[config.mk]
export PLATFORM = sky130hd
export DESIGN_NAME = wrr_credit_arbiter
export DESIGN_NICKNAME = d
export VERILOG_FILES = /design/src/rtl/wrr_arb_pkg.sv /design/src/rtl/wrr_credit_arbiter_rr_pick.sv /design/src/rtl/wrr_credit_arbiter.sv
export SDC_FILE = /design/constraint.sdc
export NUM_CORES = 1
export LEC_CHECK = 0
export CORE_ASPECT_RATIO = 1.25
export CORE_MARGIN = 3
export CORE_UTILIZATION = 46
export DETAILED_ROUTE_END_ITERATION = 10
export PLACE_DENSITY = 0.75
export SKIP_CTS_REPAIR_TIMING = 1
export SLEW_MARGIN = 20
export SYNTH_ARGS = -nofsm -noshare
export SYNTH_HDL_FRONTEND = slang
export SYNTH_SLANG_ARGS = --single-unit
export TNS_END_PERCENT = 5
[constraint.sdc]
create_clock -name clk -period 2.1 [get_ports clk]
set_input_delay 0.21 -clock clk [delete_from_list [all_inputs] [get_ports clk]]
set_output_delay 0.21 -clock clk [all_outputs]
set_load 0.01 [all_outputs]
[src/rtl/wrr_arb_pkg.sv]
// Shared types, defaults and helpers for the weighted round-robin arbiter.
// Holds the FSM state enum and the rotated first-set search.
package wrr_arb_pkg;

    typedef enum logic [1:0] {
        IDLE,
        GRANT,
        RELOAD
    } state_t;

    localparam int DEF_NUM_REQUESTS = 4;
    localparam int DEF_WEIGHT_W     = 4;
    localparam int DEF_MAX_HOLD     = 16;

    // Index of the first set bit of vec[n-1:0], scanning upward from ptr
    // and wrapping at n. Returns 0 when nothing is set.
    function automatic int unsigned first_set_rot(
        input logic [31:0] vec,
        input int unsigned n,
        input int unsigned ptr
    );
        int unsigned idx;
        logic        hit;
        first_set_rot = 0;
        hit = 1'b0;
        for (int unsigned k = 0; k < 32; k++) begin
            if (!hit && k < n) begin
                idx = ptr + k;
                if (idx >= n)
                    idx = idx - n;
                if (|(vec & (32'd1 << idx))) begin
                    hit = 1'b1;
                    first_set_rot = idx;
                end
            end
        end
    endfunction

endpackage

[src/rtl/wrr_credit_arbiter_rr_pick.sv]
// Combinational rotating-priority picker.
// Ports: eligible (candidates), pointer (start index) -> onehot, found.
module rr_pick
    import wrr_arb_pkg::*;
#(
    parameter int N  = DEF_NUM_REQUESTS,
    parameter int PW = $clog2(N)
) (
    input  logic [N-1:0]  eligible,
    input  logic [PW-1:0] pointer,
    output logic [N-1:0]  onehot,
    output logic          found
);

    always_comb begin
        onehot = '0;
        found  = |eligible;
        if (found)
            onehot[PW'(first_set_rot(32'(eligible), N, 32'(pointer)))] = 1'b1;
    end

endmodule

[src/rtl/wrr_credit_arbiter.sv]
// Weighted round-robin arbiter with per-requester credits; a grant is
// held for a whole transaction until done or the request drops.
// Ports: clk, reset (sync, active-high), req, done, weight (packed)
//        -> grant (one-hot), grant_id, busy, timeout.
// Optional macro GRANT_TIMEOUT_EN: revoke a grant after MAX_HOLD cycles.
module wrr_credit_arbiter
    import wrr_arb_pkg::*;
#(
    parameter int NUM_REQUESTS = DEF_NUM_REQUESTS,
    parameter int WEIGHT_W     = DEF_WEIGHT_W,
    parameter int MAX_HOLD     = DEF_MAX_HOLD
) (
    input  logic                             clk,
    input  logic                             reset,
    input  logic [NUM_REQUESTS-1:0]          req,
    input  logic [NUM_REQUESTS-1:0]          done,
    input  logic [NUM_REQUESTS*WEIGHT_W-1:0] weight,
    output logic [NUM_REQUESTS-1:0]          grant,
    output logic [$clog2(NUM_REQUESTS)-1:0]  grant_id,
    output logic                             busy,
    output logic                             timeout
);

    localparam int IDW = $clog2(NUM_REQUESTS);
    localparam logic [IDW-1:0] LAST = IDW'(NUM_REQUESTS - 1);

    state_t                state;
    logic [IDW-1:0]        pointer;
    logic [WEIGHT_W-1:0]   credit [NUM_REQUESTS];
    logic [NUM_REQUESTS-1:0] eligible;
    logic [NUM_REQUESTS-1:0] armed;
    logic [NUM_REQUESTS-1:0] pick;
    logic [IDW-1:0]        pick_id;
    logic                  found;
    logic                  rel;
    logic                  expire;

    // armed: a live request whose weight is non-zero; only these may
    // trigger a credit reload, so disabled requesters stay inert.
    always_comb begin
        eligible = '0;
        armed    = '0;
        for (int i = 0; i < NUM_REQUESTS; i++) begin
            eligible[i] = req[i] && (credit[i] != '0);
            armed[i]    = req[i] &&
                          (weight[i*WEIGHT_W +: WEIGHT_W] != '0);
        end
    end

    rr_pick #(
        .N  (NUM_REQUESTS),
        .PW (IDW)
    ) u_pick (
        .eligible (eligible),
        .pointer  (pointer),
        .onehot   (pick),
        .found    (found)
    );

    always_comb begin
        pick_id = '0;
        for (int i = 0; i < NUM_REQUESTS; i++)
            if (pick[i])
                pick_id = IDW'(i);
    end

    // A dropped request releases the grant just like done.
    assign rel = done[grant_id] | ~req[grant_id];

`ifdef GRANT_TIMEOUT_EN
    localparam int HW = $clog2(MAX_HOLD + 1);
    logic [HW-1:0] hold;
    assign expire = (hold == HW'(MAX_HOLD - 1));
`else
    // No forced revoke in this build; a grant lasts until released.
    assign expire = (MAX_HOLD < 0);
`endif

    always_ff @(posedge clk) begin
        if (reset) begin
            state    <= IDLE;
            grant    <= '0;
            grant_id <= '0;
            busy     <= 1'b0;
            timeout  <= 1'b0;
            pointer  <= '0;
            for (int i = 0; i < NUM_REQUESTS; i++)
                credit[i] <= weight[i*WEIGHT_W +: WEIGHT_W];
`ifdef GRANT_TIMEOUT_EN
            hold     <= '0;
`endif
        end else begin
            timeout <= 1'b0;
            unique case (state)
                IDLE: begin
                    if (found) begin
                        grant    <= pick;
                        grant_id <= pick_id;
                        busy     <= 1'b1;
                        state    <= GRANT;
`ifdef GRANT_TIMEOUT_EN
                        hold     <= '0;
`endif
                    end else if (|armed) begin
                        state <= RELOAD;
                    end
                end
                RELOAD: begin
                    for (int i = 0; i < NUM_REQUESTS; i++)
                        credit[i] <= weight[i*WEIGHT_W +: WEIGHT_W];
                    state <= IDLE;
                end
                GRANT: begin
                    if (rel || expire) begin
                        grant <= '0;
                        busy  <= 1'b0;
                        credit[grant_id] <= (credit[grant_id] == '0) ? '0 :
                                            credit[grant_id] - WEIGHT_W'(1);
                        pointer <= (grant_id == LAST) ? '0 :
                                   grant_id + IDW'(1);
                        // done wins over a coincident expiry
                        timeout <= ~rel;
                        state   <= IDLE;
                    end
`ifdef GRANT_TIMEOUT_EN
                    else begin
                        hold <= hold + HW'(1);
                    end
`endif
                end
                default: state <= IDLE;
            endcase
        end
    end

endmodule

=== Yosys cells after proc, flatten, opt, wreduce, memory -nomap -nowiden ===
Memories as Yosys holds them, arrays and structs flattened. A register that Yosys moved wholly into a read port is not among the register bits.
Index checks and enable logic that the tools add are counted.

* Register bits: 12
* RAM bits: 16
* Memories kept: 1

* Mux-type cells: 67
* Add/subtract/negate cells: 9
* Equal/unequal tests: 6
* Bitwise logic cells: 12
* Magnitude comparators: 7
* Shifts and indexed selects: 4
* Reduce and logical (&&, ||, !) cells: 32

{| class="wikitable"
|+ Memories
! memory !! depth !! width !! read ports !! clocked after memory_dff !! wr ports !! line !! text
|-
| credit || 4 || 4 || 5 || 1 || 4 || wrr_credit_arbiter.sv:29 || <nowiki>logic [WEIGHT_W-1:0] credit [NUM_REQUESTS];</nowiki>
|}

{| class="wikitable"
|+ Operators by type and width
! operator !! count
|-
| $mux 32 || 11
|-
| $and 4x32->32 || 4
|-
| $reduce_or 32->1 || 4
|-
| $shl 1x32->32 const A || 4
|-
| $ge 32x3->1 const B || 3
|-
| $sub 32x3->32 const B || 3
|-
| $mux 4 || 9
|-
| $mux 2 || 17
|-
| $reduce_bool 4->1 || 8
|-
| $mux 1 || 24
|-
| $reduce_or 4->1 || 3
|-
| $logic_and 1x1->1 || 9
|-
| $pmux 4 s2 || 1
|-
| $add 2x2->3 const B || 2
|-
| $lt 2x3->1 const B || 2
|-
| $reduce_and 2->1 || 3
|-
| $or 1x1->1 || 5
|-
| $bmux 1 s2 || 2
|-
| $eq 2x2->1 const B || 2
|-
| $logic_not 4->1 || 1
|-
| $ne 2x2->1 const B || 2
|-
| $pmux 2 s2 || 1
|-
| $sub 2x3->4 const B || 1
|-
| $sub 4x1->4 const B || 1
|-
| 13 further kinds || 15
|}

=== Longest topological paths before layout ===
Gate-level depths: netlist of run 1.
An unclocked memory read counts as a cell.

* Depth after elaboration: 44
* Depth in mapped cells: 7

=== By module ===
From an unflattened synthesis of run 1, not the netlist that was laid out.

* Cell total of the unflattened synthesis: 160
* Area, all modules: 1893.1 um^2

{| class="wikitable"
|+ Modules (own cells, without submodules)
! module !! area an instance (um^2) !! times used !! sequential area each (um^2) !! cells an instance
|-
| wrr_credit_arbiter || 1632.8 || 1 || 760.7 || 128
|-
| rr_pick || 260.2 || 1 || 0.0 || 32
|}

=== Worst setup path after synthesis of run 1 ===
No wires, ideal clock.

* Path kind: register -> register
* Start point: reg (tool-made name)
* End point: mem credit[0][3] in the netlist's numbering (data pin)
* Data arrival time: 1.802 ns
* Library setup time: 0.260 ns
* Stages on the path, launching flop included: 5
* Path slack: 0.038 ns
* Clock period less this slack: 2.062 ns
* Buffers on the path: 0
* Cell sequence: dfxtp_1 -> mux4_1 -> or2_2 -> o21a_1 -> mux2_2

{| class="wikitable"
|+ RTL lines
! element !! line
|-
| end, declared || wrr_credit_arbiter.sv:29
|}

==> results of run 1 <==
-- synth_stat cells (2+ instances only) --
cell	count
sky130_fd_sc_hd__a22o_1	2
sky130_fd_sc_hd__edfxtp_1	16
sky130_fd_sc_hd__and2_1	2
sky130_fd_sc_hd__nor2_1	7
sky130_fd_sc_hd__nand2_1	16
sky130_fd_sc_hd__o41a_1	4
sky130_fd_sc_hd__a21oi_1	4
sky130_fd_sc_hd__nor4_1	2
sky130_fd_sc_hd__or4_1	3
sky130_fd_sc_hd__mux2_1	3
sky130_fd_sc_hd__dfxtp_1	14
sky130_fd_sc_hd__nand2b_1	5
sky130_fd_sc_hd__o21ai_0	3
sky130_fd_sc_hd__o41ai_1	4
sky130_fd_sc_hd__nor3_1	2
sky130_fd_sc_hd__inv_1	6
sky130_fd_sc_hd__o31ai_1	3
sky130_fd_sc_hd__a32o_2	2
sky130_fd_sc_hd__a22oi_1	6
sky130_fd_sc_hd__ha_1	8
sky130_fd_sc_hd__mux2_2	13
sky130_fd_sc_hd__mux4_2	4
-- sequential cells by signal (all words and copies together) (netlist names), named ones only --
register and cells:
state 2, grant_id 2, pointer 2, timeout 1, credit 16, grant 4, busy 1
-- power groups by stage --
stage,combinational [µW],clock (µW),sequential [µW]
6_report,836,678,769
5_1_grt,900,704,779
4_1_cts,740,678,768
3_5_place_dp,732,0,780
3_3_place_gp,708,0,772
2_1_floorplan,386,0,775
-- worst max path at each step --
| stage | end | depth (start not counted) |
|---|---|---|
| after global placement | credit[2][3] | 7 |
| final | grant[0] | 7 |
| after floorplan | credit[0][3] | 4 |
| after global routing | grant[0] | 7 |
| after CTS | register | 7 |
| after detailed placement | credit[1][2] | 7 |
-- worst max-delay path, cell delays in order, from the launching register on --
cell and delay (ps):
sky130_fd_sc_hd__edfxtp_1 410, sky130_fd_sc_hd__o41a_1 540, sky130_fd_sc_hd__a22oi_2 280, sky130_fd_sc_hd__nand2_2 130
sky130_fd_sc_hd__o31ai_2 260, sky130_fd_sc_hd__a211oi_2 100, sky130_fd_sc_hd__buf_4 170, sky130_fd_sc_hd__a32o_2 240
-- stage by stage --
| step | area (µm²) | setup TNS [ps] | hold slack, ps | instances | setup WS, ps |
|---|---|---|---|---|---|
| 3_5_place_dp | 2290 | -7730 | 457 | 244 | -301 |
| 2_1_floorplan | 1760 | 0 | 414 | 152 | 38.2 |
| 4_1_cts | 2430 | -1810 | 467 | 252 | -191 |
| 6_report | 2550 | -857 | 472 | 257 | -153 |
| 5_1_grt | 2550 | -1850 | 503 | 257 | -255 |
| 3_3_place_gp | 2290 | -4640 | 445 | 244 | -219 |
-- layer usage --
layer  share of wire, %  track usage [%]  up-vias
li1                   -                -      735
met1                 38             26.3      751
met2                 55             42.0       52
met3                5.4             5.83        9
met4                1.8             9.40        0
met5                  0                0        -
-- logic make-up after synthesis --
| family | share of synthesized area [%] |
|---|---|
| buffers and inverters | 1.49 |
| AND/OR/NAND/NOR | 13.2 |
| flip-flops | 43.3 |
| adder cells (fa/ha/maj) | 5.69 |
| multiplexers | 17.4 |
| other | 0.213 |
| AO/OA/AOI/OAI | 18.6 |
-- cell type report --
type,instances,share of cell area [%]
repair buffers,59,20.8
clock buffers,7,4.22
flip-flops and latches,30,29.9
inverters,6,0.884
clock inverters,1,1.18
multi-input cells,115,41.1
well taps,39,1.91
==> results.md, run 1 <==
Run status:
- The flow ran to the end, but the final reports show violations.
- The final reports fail on negative setup slack.

Drt:
- The starting DRC count in detailed routing is 84.
- For this run, the detailed router's first-pass iteration total came to 4.
- The total routed wirelength is ~5 mm.
- The number of design rule violations left after detail routing is 0.
- In the final routed layout, each cell accounts on average for 19.9 µm.
- The count of nets left with antenna violations after detail routing is 0.
- In the routed layout, each cell is associated on average with a via count of about 6.
- For this block, the via count after detailed routing is ~1500.

Timing:
- The final-report hold violation count was 0.
- The setup-violating endpoint count in the final report is 8.
- At the pin with the least slew margin, the transition time is 621 ps.
- Once routing completed, OpenROAD measured the worst setup slack at -153 ps.
- The minimum clock period after layout is about 2300 ps.
- Setup repair after global routing could not meet its margin everywhere.
- The final-report max-slew violation count is 0.
- The share of the cycle needed by the critical path after routing is 107%.
- The final clock skew is just under 4 ps.
- The worst-case headroom to the max-slew limit is approximately three fifths.
- Static timing analysis puts the maximum clock frequency at 0.444 GHz.

Logic synthesis:
- The fraction of registers with async set or reset after synthesis is 0%.
- The count of distinct cell types in the synthesized netlist is 45.
- In this run the biggest area consumer among cell types represents 27.3% of the synthesized area.
- The post-synth net total is between 150 and 200.
- The number of warnings printed during yosys synthesis is 0.
- Each instance of the synthesized netlist takes up on average about 12 µm².
- The synthesized design contains 30 register bits.
- The most common flop cell mapped by yosys is sky130_fd_sc_hd__edfxtp_1.
- The sequential element share of the synthesized area is 43.3%.
- The number of flops mapped to enable cells by yosys is 16.
- The gate count after technology mapping is 152.
- Summed over all instances, the cell type with the most area after synthesis is sky130_fd_sc_hd__edfxtp_1.
- The summed instance area of the synthesized netlist is 1760 µm².
- Sorting the synthesized cells by area gives the leading types as sky130_fd_sc_hd__edfxtp_1 (27%), sky130_fd_sc_hd__dfxtp_1 (16%), sky130_fd_sc_hd__mux2_2 (8.3%).

Global routing:
- The wire length of the first global-routing pass is 7.71 mm.
- Global routing consumed, over all layers together, roughly a quarter of the routing resources.
- The total congestion overflow is 0.
- The initial antenna violation count is 0.
- Entering global routing, the biggest net connects 11 pins.
- The number of global-route vias before repair came to 1643.

Critical path:
- The end of the worst register-to-register path is grant[0].
- The largest fanout on the critical path is 5.
- The worst setup path is captured at a register.
- Data on the critical path arrives at its endpoint at ~2400 ps.
- The class of the most critical setup path is register to register.
- The internal reg-to-reg setup slack is -150 ps.
- The start point of the critical path is credit[2][0].
- STA puts the critical path data required time at 2280 ps.
- The worst register-to-register path begins at credit[2][0].
- The worst-case reg-to-reg path depth is 7.
- The category of the worst setup path launch point is a register.

Final layout:
- The layout-stage area growth over the synthesis result is 45.0%.
- The share of layout cells above drive strength 1 is 35.8%.
- In the layout the commonest cells are sky130_fd_sc_hd__clkdlybuf4s50_1 (31), sky130_fd_sc_hd__buf_4 (26), sky130_fd_sc_hd__edfxtp_1 (16).
- The number of antenna diodes is 0.
- Across the whole layout, storage elements account for 762 µm².
- The most common library cell in the layout ignoring fill and taps is sky130_fd_sc_hd__clkdlybuf4s50_1.
- The final layout contains between 200 and 300 nets.
- After filler insertion, the fill cell instance count of the layout stands at around 280.
- The combined area of the multi-input logic cells is around 1000 µm².
- For this run, the share of the core covered by cells in the final layout is 71.3%.

Place:
- The half-perimeter wire length after detailed placement is 3.96 mm.
- In this run the tool buffered the top-level ports with 33 buffer cells.
- Routability-driven placement finished with a final weighted congestion of 0.931.

Hold path:
- The startpoint of the lowest-slack hold path is grant[3].
- The path with the worst hold slack has its endpoint at grant[3].
- The path class of the tightest hold or removal check is register to register.
- Along the worst hold path, the cell count comes to 2.

Power:
- In this run, the combinational gates consume 36.6% of the power.
- The share of total power dissipated in sequential elements is 33.7%.
- VDD sags by at most 710 µV.
- The sum of internal, switching and leakage power is about 2300 µW.
- The leakage dissipation is 0.000989 µW.
- Net switching is about 30% of the power.
- In this run the power spent charging and discharging nets is slightly below 700 µW.
- The power density relative to cell area is roughly 900 nW/µm².
- The internal power is 1590 µW.
- The clock group share of total power is 29.7%.

Die:
- The die outline area is about 4600 µm².
- The area of the core region is 3570 µm².
- In this run the core area contains 24 standard-cell rows.
- The width of the die is 61.3 µm.
- In this run the vertical extent of the chip is 75.1 µm.
- The top-level port count is 34.
- The starting utilization of the core area is 49.2%.

Clock tree:
- After clock tree synthesis, the clock-pin slew on the worst setup and hold paths is 60 ps.
- The number of H-tree branching levels is 2.
- The number of buffers created by CTS is 5.
- TritonCTS built the clock tree.
- At the later pin of the worst-skew pair, clock insertion delay measures just under 300 ps.
- The maximum buffer depth of the clock tree is 2.
- The root buffer cell chosen for the clock tree is sky130_fd_sc_hd__clkbuf_8.
- The clock net in this run drives a total of 30 sinks.

Run:
- The tool flagged a number of max-cap violations equal to 0.
No activity file was read; power rests on OpenSTA's default activity.
==> run 2, diff against run 1 <==
--- a/config.mk
+++ b/config.mk
@@ -7,9 +7,11 @@
 export LEC_CHECK = 0
 export CORE_ASPECT_RATIO = 1.25
 export CORE_MARGIN = 3
-export CORE_UTILIZATION = 46
+export CORE_UTILIZATION = 50
+export CTS_BUF_LIST = sky130_fd_sc_hd__clkbuf_4 sky130_fd_sc_hd__clkbuf_8
 export DETAILED_ROUTE_END_ITERATION = 10
-export PLACE_DENSITY = 0.75
+export DONT_BUFFER_PORTS = 1
+export PLACE_DENSITY = 0.68
 export SKIP_CTS_REPAIR_TIMING = 1
 export SLEW_MARGIN = 20
 export SYNTH_ARGS = -nofsm -noshare
==> run 2 against run 1 <==
The run still ends with negative setup slack left. Non-clock buffer count shrank 38. First-iteration DRC count is 18% lower. Worst setup slack improved by 8.3 ps. Utilization down 5.7 points. Critical endpoint unchanged. Largest cell class unchanged.
==> results.md, run 2 (synthesis results as in run 1) <==
Timing:
- The final-report hold violation count is 0 (unchanged).
- The worst-case headroom to the max-slew limit is 63.9% (+5.6 points).
- The maximum operating frequency came to 0.446 GHz (+0.37%).
- Setup repair after global routing could not meet its margin everywhere.
- The final-report max-slew violation count came to 0 (unchanged).
- The minimum clock period after layout is 2240 ps (-8.33 ps).
- The smallest setup slack after layout is -145 ps (+8.33 ps).
- The actual transition at the worst max-transition pin is 537 ps (-83.6 ps).
- The final clock skew was 3.36 ps (-0.561 ps).
- The share of the cycle needed by the critical path after routing is 107% (-0.40 points).
- The worst-case hold slack is 0.661 ps (-472 ps).
- The setup-violating endpoint count in the final report was 8 (unchanged).

Die:
- The width of the die is 59.0 µm (-3.7%).
- The number of cell rows is 23 (-4.2%).
- The die outline height is 72.3 µm (-3.8%).
- The area of the core region is 3280 µm² (-8.2%).
- The die outline area came to 4270 µm² (-7.3%).
- The starting utilization of the core area is 53.6% (+4.4 points).
- The top-level port count is 34 (unchanged).

Global routing:
- The number of global-route vias before repair is 1472 (-10%).
- The pin count of the biggest net entering global routing was 12 (+1).
- The initial antenna violation count is 0 (unchanged).
- The total congestion overflow came to 0 (unchanged).
- The wire length of the first global-routing pass is 7.07 mm (-8.4%).
- The global-route usage over all layers is 22.3% (-1.3 points).

Clock tree:
- The clock latency of the later-clocked register in the worst-skew pair is 280 ps (about the same).
- The total number of clock tree sinks is 30 (unchanged).
- The clock transition time at the flip-flop clock pins of the worst setup and hold paths is 60 ps (about the same).
- The clock tree root buffer cell is sky130_fd_sc_hd__clkbuf_8.
- The TritonCTS clock tree is built.
- The number of buffers created by CTS was 5 (unchanged).
- The number of H-tree branching levels is 2 (unchanged).
- The maximum buffer depth of the clock tree was 2 (unchanged).

Power:
- The sum of internal, switching and leakage power is 2000 µW (-13%).
- The leakage dissipation is 0.000805 µW (-19%).
- The largest vdd supply drop is 663 µV (-6.6%).
- The power density relative to cell area came to 928 nW/µm² (+3.5%).

Final layout:
- In the layout the commonest cells are sky130_fd_sc_hd__buf_4 (20), sky130_fd_sc_hd__edfxtp_1 (16), sky130_fd_sc_hd__nand2_1 (14), sky130_fd_sc_hd__dfxtp_1 (14), sky130_fd_sc_hd__mux2_2 (13).
- The number of nets at the end of the flow is 213 (-15%).
- The summed area of non-filler cells in the final layout is 2150 µm² (-16%).
- The filler cell count was 269 (-2.2%).
- The most common library cell in the layout ignoring fill and taps is sky130_fd_sc_hd__buf_4.
- The layout-stage area growth over the synthesis result is 22.5%.
- The number of antenna diodes is 0 (unchanged).
- The share of layout cells above drive strength 1 came to 36.7% (+0.89 points).
- The register with the most flip-flops in the final layout is credit.
- The number of flip-flops under the largest register name came to 16 (unchanged).
- The final core utilization is 65.6% (-5.7 points).
- The largest registers in the layout are credit: 16 flops, grant: 4 flops.

Place:
- The placer congestion estimate is 0.847 (-9.1%).
- The half-perimeter wire length after detailed placement was 3.51 mm (-11%).
- The count of buffers from port buffering is 0 (-100%).
- The cell area after placement was 1940 µm² (-16%).
- The pre-CTS setup slack is -91.8 ps (+209 ps).

Critical path:
- The worst setup path is launched from a register.
- The endpoint type of the worst setup path is a register.
- The biggest cell delay along the critical path is 530 ps (about the same).
- The data arrival time of the critical path came to 2470 ps (+40 ps).
- The worst setup path is of the register to register kind.
- The critical path goes through o41a_1 -> a22o_1 -> o211ai_4 -> o31ai_4 -> a211oi_4 -> a32o_2.
- The number of buffers and inverters on the critical path is 0 (-1).
- The largest fanout on the critical path is 5 (unchanged).
- The kind of cell adding the most delay to the critical path is compound AO/OA/AOI/OAI gates.
- The worst-path cell with the longest stage delay is sky130_fd_sc_hd__o41a_1.
- The data required time of the worst path is 2320 ps (+40 ps).

Hold path:
- The tightest min-delay check is of the input port to register type.

Run status:
- The final reports fail on negative setup slack.
- The flow ran to the end, but the final reports show violations.

Drt:
- The count of nets left with antenna violations after detail routing came to 0 (unchanged).
- The mean routed wirelength per cell is 20.9 µm (+5.2%).
- The overall via count from detail_route is 1405 (-9.2%).
- The routed via count divided by cell count is 6.47 (+7.6%).
- The starting DRC count in detailed routing is 69 (-18%).
- The number of design rule violations left after detail routing came to 0 (unchanged).
- The first-pass iteration count of the detailed router came to 4 (unchanged).
- The total routed wirelength is 4.54 mm (-11%).

Run:
- The number of max-capacitance violations reported is 0 (unchanged).
[run 2: cell types whose count changed in the layout (fill, tap and decap cells not counted), sizes merged]
cell,change
clkdlybuf4s50,-31
dlymetal6s2s,-2
dlygate4sd3,+1
bufinv,-1
clkbuf,+1
buf,-6
[run 2: layout make-up]
cell class                 instances  area, µm²  area share, %
timing repair buffer              21        160           7.44
inverter                           6       22.5           1.05
tap                               37       46.3           2.15
sequential                        30        761           35.3
clock buffer                       8       97.6           4.53
multi-input combinational        115       1070           49.5
[run 2: worst paths after layout]
kind	endpoint	slack [ps]	cells past startpoint	from
max	grant[0]	-140	6	credit[2][2]
max reg2reg	grant[0]	-140	6	credit[2][2]
min reg2reg	grant[3]	510	2	grant[3]
min	pointer[1]	0.7	1	reset
[run 2: stage by stage]
step | cells | TNS [ps]
after global placement | 206 | -288
final | 217 | -778
after detailed placement | 206 | -795
after global routing | 217 | -1470
after floorplan | 152 | 0
after CTS | 214 | -955
[run 2: routing by layer]
layer	global-route usage, %	up-vias	routed length, µm
li1	-	661	-
met1	26.1	688	1740
met2	38.1	44	2370
met3	6.76	12	317
met4	7.81	0	118
met5	0	-	0
[run 2: report_power, final]
group / internal, µW / switching [µW]
Combinational: 345 / 380
Clock: 293 / 208
Sequential: 700 / 71.8
Total: 1340 / 659
==> run 3, diff against run 2 <==
--- a/config.mk
+++ b/config.mk
@@ -16,5 +16,6 @@
 export SLEW_MARGIN = 20
 export SYNTH_ARGS = -nofsm -noshare
 export SYNTH_HDL_FRONTEND = slang
+export SYNTH_HIERARCHICAL = 1
 export SYNTH_SLANG_ARGS = --single-unit
 export TNS_END_PERCENT = 5
==> run 3 against run 2 <==
The flow finishes with violations (negative hold slack, negative setup slack). Utilization rose by 0.99 points. Critical path depth rose by 4. Total power rose by 18%. Critical path type unchanged. Via count rose by 7.3%. Non-clock buffer count rose by 17. Sequential cell count did not move. Global-route usage rose by 0.095 points. Clock skew rose by 1.8 ps. Synthesized cell count rose by 5.3%.
==> results.md, run 3 <==
Run status:
- The flow ran to the end, but the final reports show violations.
- The final reports fail on negative hold slack, negative setup slack.

Final layout:
- The share of layout cells above drive strength 1 came to 44.1% (+7.4 points).
- The number of nets at the end of the flow is 236 (+11%).
- In the layout the commonest cells are sky130_fd_sc_hd__buf_4 (38), sky130_fd_sc_hd__mux2_2 (16), sky130_fd_sc_hd__edfxtp_1 (16).
- The largest registers in the layout are credit: 16 flops, grant: 4 flops.
- credit holds more flip-flops than any other register.
- The summed area of non-filler cells in the final layout is 2380 µm² (+11%).
- The layout-stage area growth over the synthesis result is 25.8%.
- The number of flip-flops under the largest register name is 16 (unchanged).
- The number of antenna diodes is 0 (unchanged).
- The library cell used most frequently in the layout, excluding fill and tap cells, is sky130_fd_sc_hd__buf_4.

Place:
- The half-perimeter wire length after detailed placement is 3.97 mm (+13%).
- The pre-CTS setup slack came to -466 ps (-374 ps).
- The placer congestion estimate came to 0.921 (+8.8%).
- The count of buffers from port buffering was 0 (unchanged).
- The cell area after placement is 2160 µm² (+11%).

Clock tree:
- The clock transition time at the flip-flop clock pins of the worst setup and hold paths was 60 ps (about the same).
- The total number of clock tree sinks came to 30 (unchanged).
- The maximum buffer depth of the clock tree came to 2 (unchanged).
- The number of H-tree branching levels is 2 (unchanged).
- The number of buffers created by CTS is 5 (unchanged).
- The clock tree root buffer cell is sky130_fd_sc_hd__clkbuf_8.
- The clock latency of the later-clocked register in the worst-skew pair is 280 ps (about the same).
- TritonCTS built the clock tree.

Die:
- The die outline area is 4570 µm² (+7.0%).
- The starting utilization of the core area is 53.0% (-0.61 points).
- The top-level port count is 34 (unchanged).
- The number of cell rows is 24 (+4.3%).
- The area of the core region is 3570 µm² (+8.9%).
- The width of the die came to 61.0 µm (+3.4%).
- The die outline height is 74.8 µm (+3.5%).

Power:
- The leakage dissipation was 0.000899 µW (+12%).
- The power density relative to cell area is 991 nW/µm² (+6.8%).
- The largest vdd supply drop came to 630 µV (-4.9%).

Timing:
- The worst-case hold slack was -1.50 ps (-2.16 ps).
- The actual transition at the worst max-transition pin is 669 ps (+132 ps).
- The final-report max-slew violation count is 0 (unchanged).
- The final clock skew is 5.14 ps (+1.78 ps).
- The worst-case headroom to the max-slew limit was 54.8% (-9.1 points).
- The smallest setup slack after layout came to -474 ps (-330 ps).
- The final-report hold violation count is 1 (+1).
- Setup repair after global routing could not meet its margin everywhere.
- The setup-violating endpoint count in the final report is 18 (+10).
- The maximum operating frequency was 0.388 GHz (-13%).
- The minimum clock period after layout was 2570 ps (+330 ps).
- The share of the cycle needed by the critical path after routing is 123% (+16 points).

Drt:
- The number of design rule violations left after detail routing is 0 (unchanged).
- The total routed wirelength is 5.09 mm (+12%).
- The starting DRC count in detailed routing is 54 (-22%).
- The overall via count from detail_route is 1508 (+7.3%).
- The count of nets left with antenna violations after detail routing is 0 (unchanged).
- The routed via count divided by cell count came to 6.26 (-3.4%).
- The first-pass iteration count of the detailed router is 4 (unchanged).
- The mean routed wirelength per cell was 21.1 µm (+0.93%).

Logic synthesis:
- The summed instance area of the synthesized netlist was 1890 µm² (+7.7%).
- The number of warnings printed during yosys synthesis was 6 (+6).
- In the synthesized netlist the dominant register cell turns out to be sky130_fd_sc_hd__edfxtp_1.
- The count of distinct cell types in the synthesized netlist came to 44 (-2.2%).
- The cell accounting for the most synthesized area is sky130_fd_sc_hd__edfxtp_1.
- The sequential element share of the synthesized area was 40.2% (-3.1 points).
- The fraction of synthesized cell area taken by the top area cell type is 25.4% (-2.0 points).
- In the synthesized netlist, the cells that appear most often are sky130_fd_sc_hd__edfxtp_1 (16), sky130_fd_sc_hd__mux2_2 (16), sky130_fd_sc_hd__dfxtp_1 (14).
- Yosys attributes the largest share of cell area to sky130_fd_sc_hd__edfxtp_1 (25%), sky130_fd_sc_hd__dfxtp_1 (15%), sky130_fd_sc_hd__mux2_2 (9.5%).
- The post-synth net total is 194 (+4.3%).
- The fraction of registers with async set or reset after synthesis is 0% (unchanged).
- The gate count after technology mapping is 160 (+5.3%).
- The synthesized area per cell is 11.8 µm² (+2.3%).
- The count of state elements after synthesis is 30 (unchanged).
- The number of flops mapped to enable cells by yosys is 16 (unchanged).

Hold path:
- The tightest min-delay check is of the input port to register type.
- In this run the most critical hold path is launched from reset.

Critical path:
- The endpoint type of the worst setup path is a register.
- The worst-case reg-to-reg path depth was 10 (+4).
- The data required time of the worst path is 2280 ps (-40 ps).
- The internal reg-to-reg setup slack was -470 ps (-330 ps).
- The largest fanout on the critical path was 4 (-1).
- The data arrival time of the critical path is 2760 ps (+290 ps).
- The start point of the critical path is credit[2][1].
- The worst setup path is launched from a register.
- The class of the most critical setup path is register to register.
- In this run the critical register-to-register path is launched from credit[2][1].

Global routing:
- The pin count of the biggest net entering global routing is 16 (+4).
- The wire length of the first global-routing pass came to 7.20 mm (+2.0%).
- The global-route usage over all layers is 22.4% (+0.095 points).
- The number of global-route vias before repair is 1547 (+5.1%).
- The total congestion overflow was 0 (unchanged).
- The initial antenna violation count is 0 (unchanged).

Run:
- The number of max-capacitance violations reported was 0 (unchanged).
[run 3: kinds of logic (layout without fill, tap and decap cells)]
kind of cell             count (synthesis)  in the layout  share of synthesized area (%)
AND/OR/NAND/NOR                         42             42                           16.1
buffers and inverters                    9             51                           2.18
adder cells (fa/ha/maj)                  8              8                           5.29
other                                    1              1                          0.198
AO/OA/AOI/OAI                           47             47                           19.6
multiplexers                            23             23                           16.5
flip-flops                              30             30                           40.2
[run 3: worst max-delay path, cell delays in order (launching register included)]
cell,delay [ps]
sky130_fd_sc_hd__edfxtp_1,400
sky130_fd_sc_hd__o41a_1,480
sky130_fd_sc_hd__buf_4,170
sky130_fd_sc_hd__a22oi_1,180
sky130_fd_sc_hd__nand2_1,150
sky130_fd_sc_hd__o21ai_1,280
sky130_fd_sc_hd__o2bb2ai_4,180
sky130_fd_sc_hd__and2_1,180
sky130_fd_sc_hd__nor2b_1,160
sky130_fd_sc_hd__nor3_2,60
sky130_fd_sc_hd__a211oi_2,250
[run 3: report_power, final]
group	leakage, µW	total [µW]	switching [µW]	internal (µW)
clock	0.0000452	446	193	253
combinational	0.000581	1110	564	545
sequential	0.000273	805	83.3	721
[run 3: layout make-up]
| type | instances | area, µm² |
|---|---|---|
| fillers | 287 | 1190 |
| multi-input cells | 121 | 1180 |
| flip-flops and latches | 30 | 761 |
| repair buffers | 38 | 285 |
| clock buffers | 7 | 83.8 |
| well taps | 39 | 48.8 |
| inverters | 6 | 22.5 |
[run 3: metrics by stage]
step                      setup TNS (ps)  instances  total power, µW  hold WS (ps)  util, %
after CTS                          -3600        234             2200         -5.13     62.7
after floorplan                    -1180        160             1410           389        -
final                              -3580        241             2360         -1.50     66.6
after global placement             -2440        227             1720           284     60.3
after global routing               -5870        241             2480         -12.3     66.6
after detailed placement           -3300        227             1760           285     60.3
[run 3: layer usage]
metal  up-vias  global-route usage, %  part of all wire [%]
met5         -                      0                     0
met4         0                   9.40                   3.2
met3        15                   6.69                   4.7
met2        47                   41.9                    58
met1       728                   22.2                    34
li1        718                      -                     -
[run 3: worst min-delay path by stage]
stage                       to  slack (ps)  cells after the start
floorplan             state[1]         390                      2
global placement    pointer[1]         280                      1
detailed placement  pointer[0]         280                      1
CTS                 pointer[0]          -5                      1
global route          grant[2]         -10                      1
finish                grant[2]          -1                      1
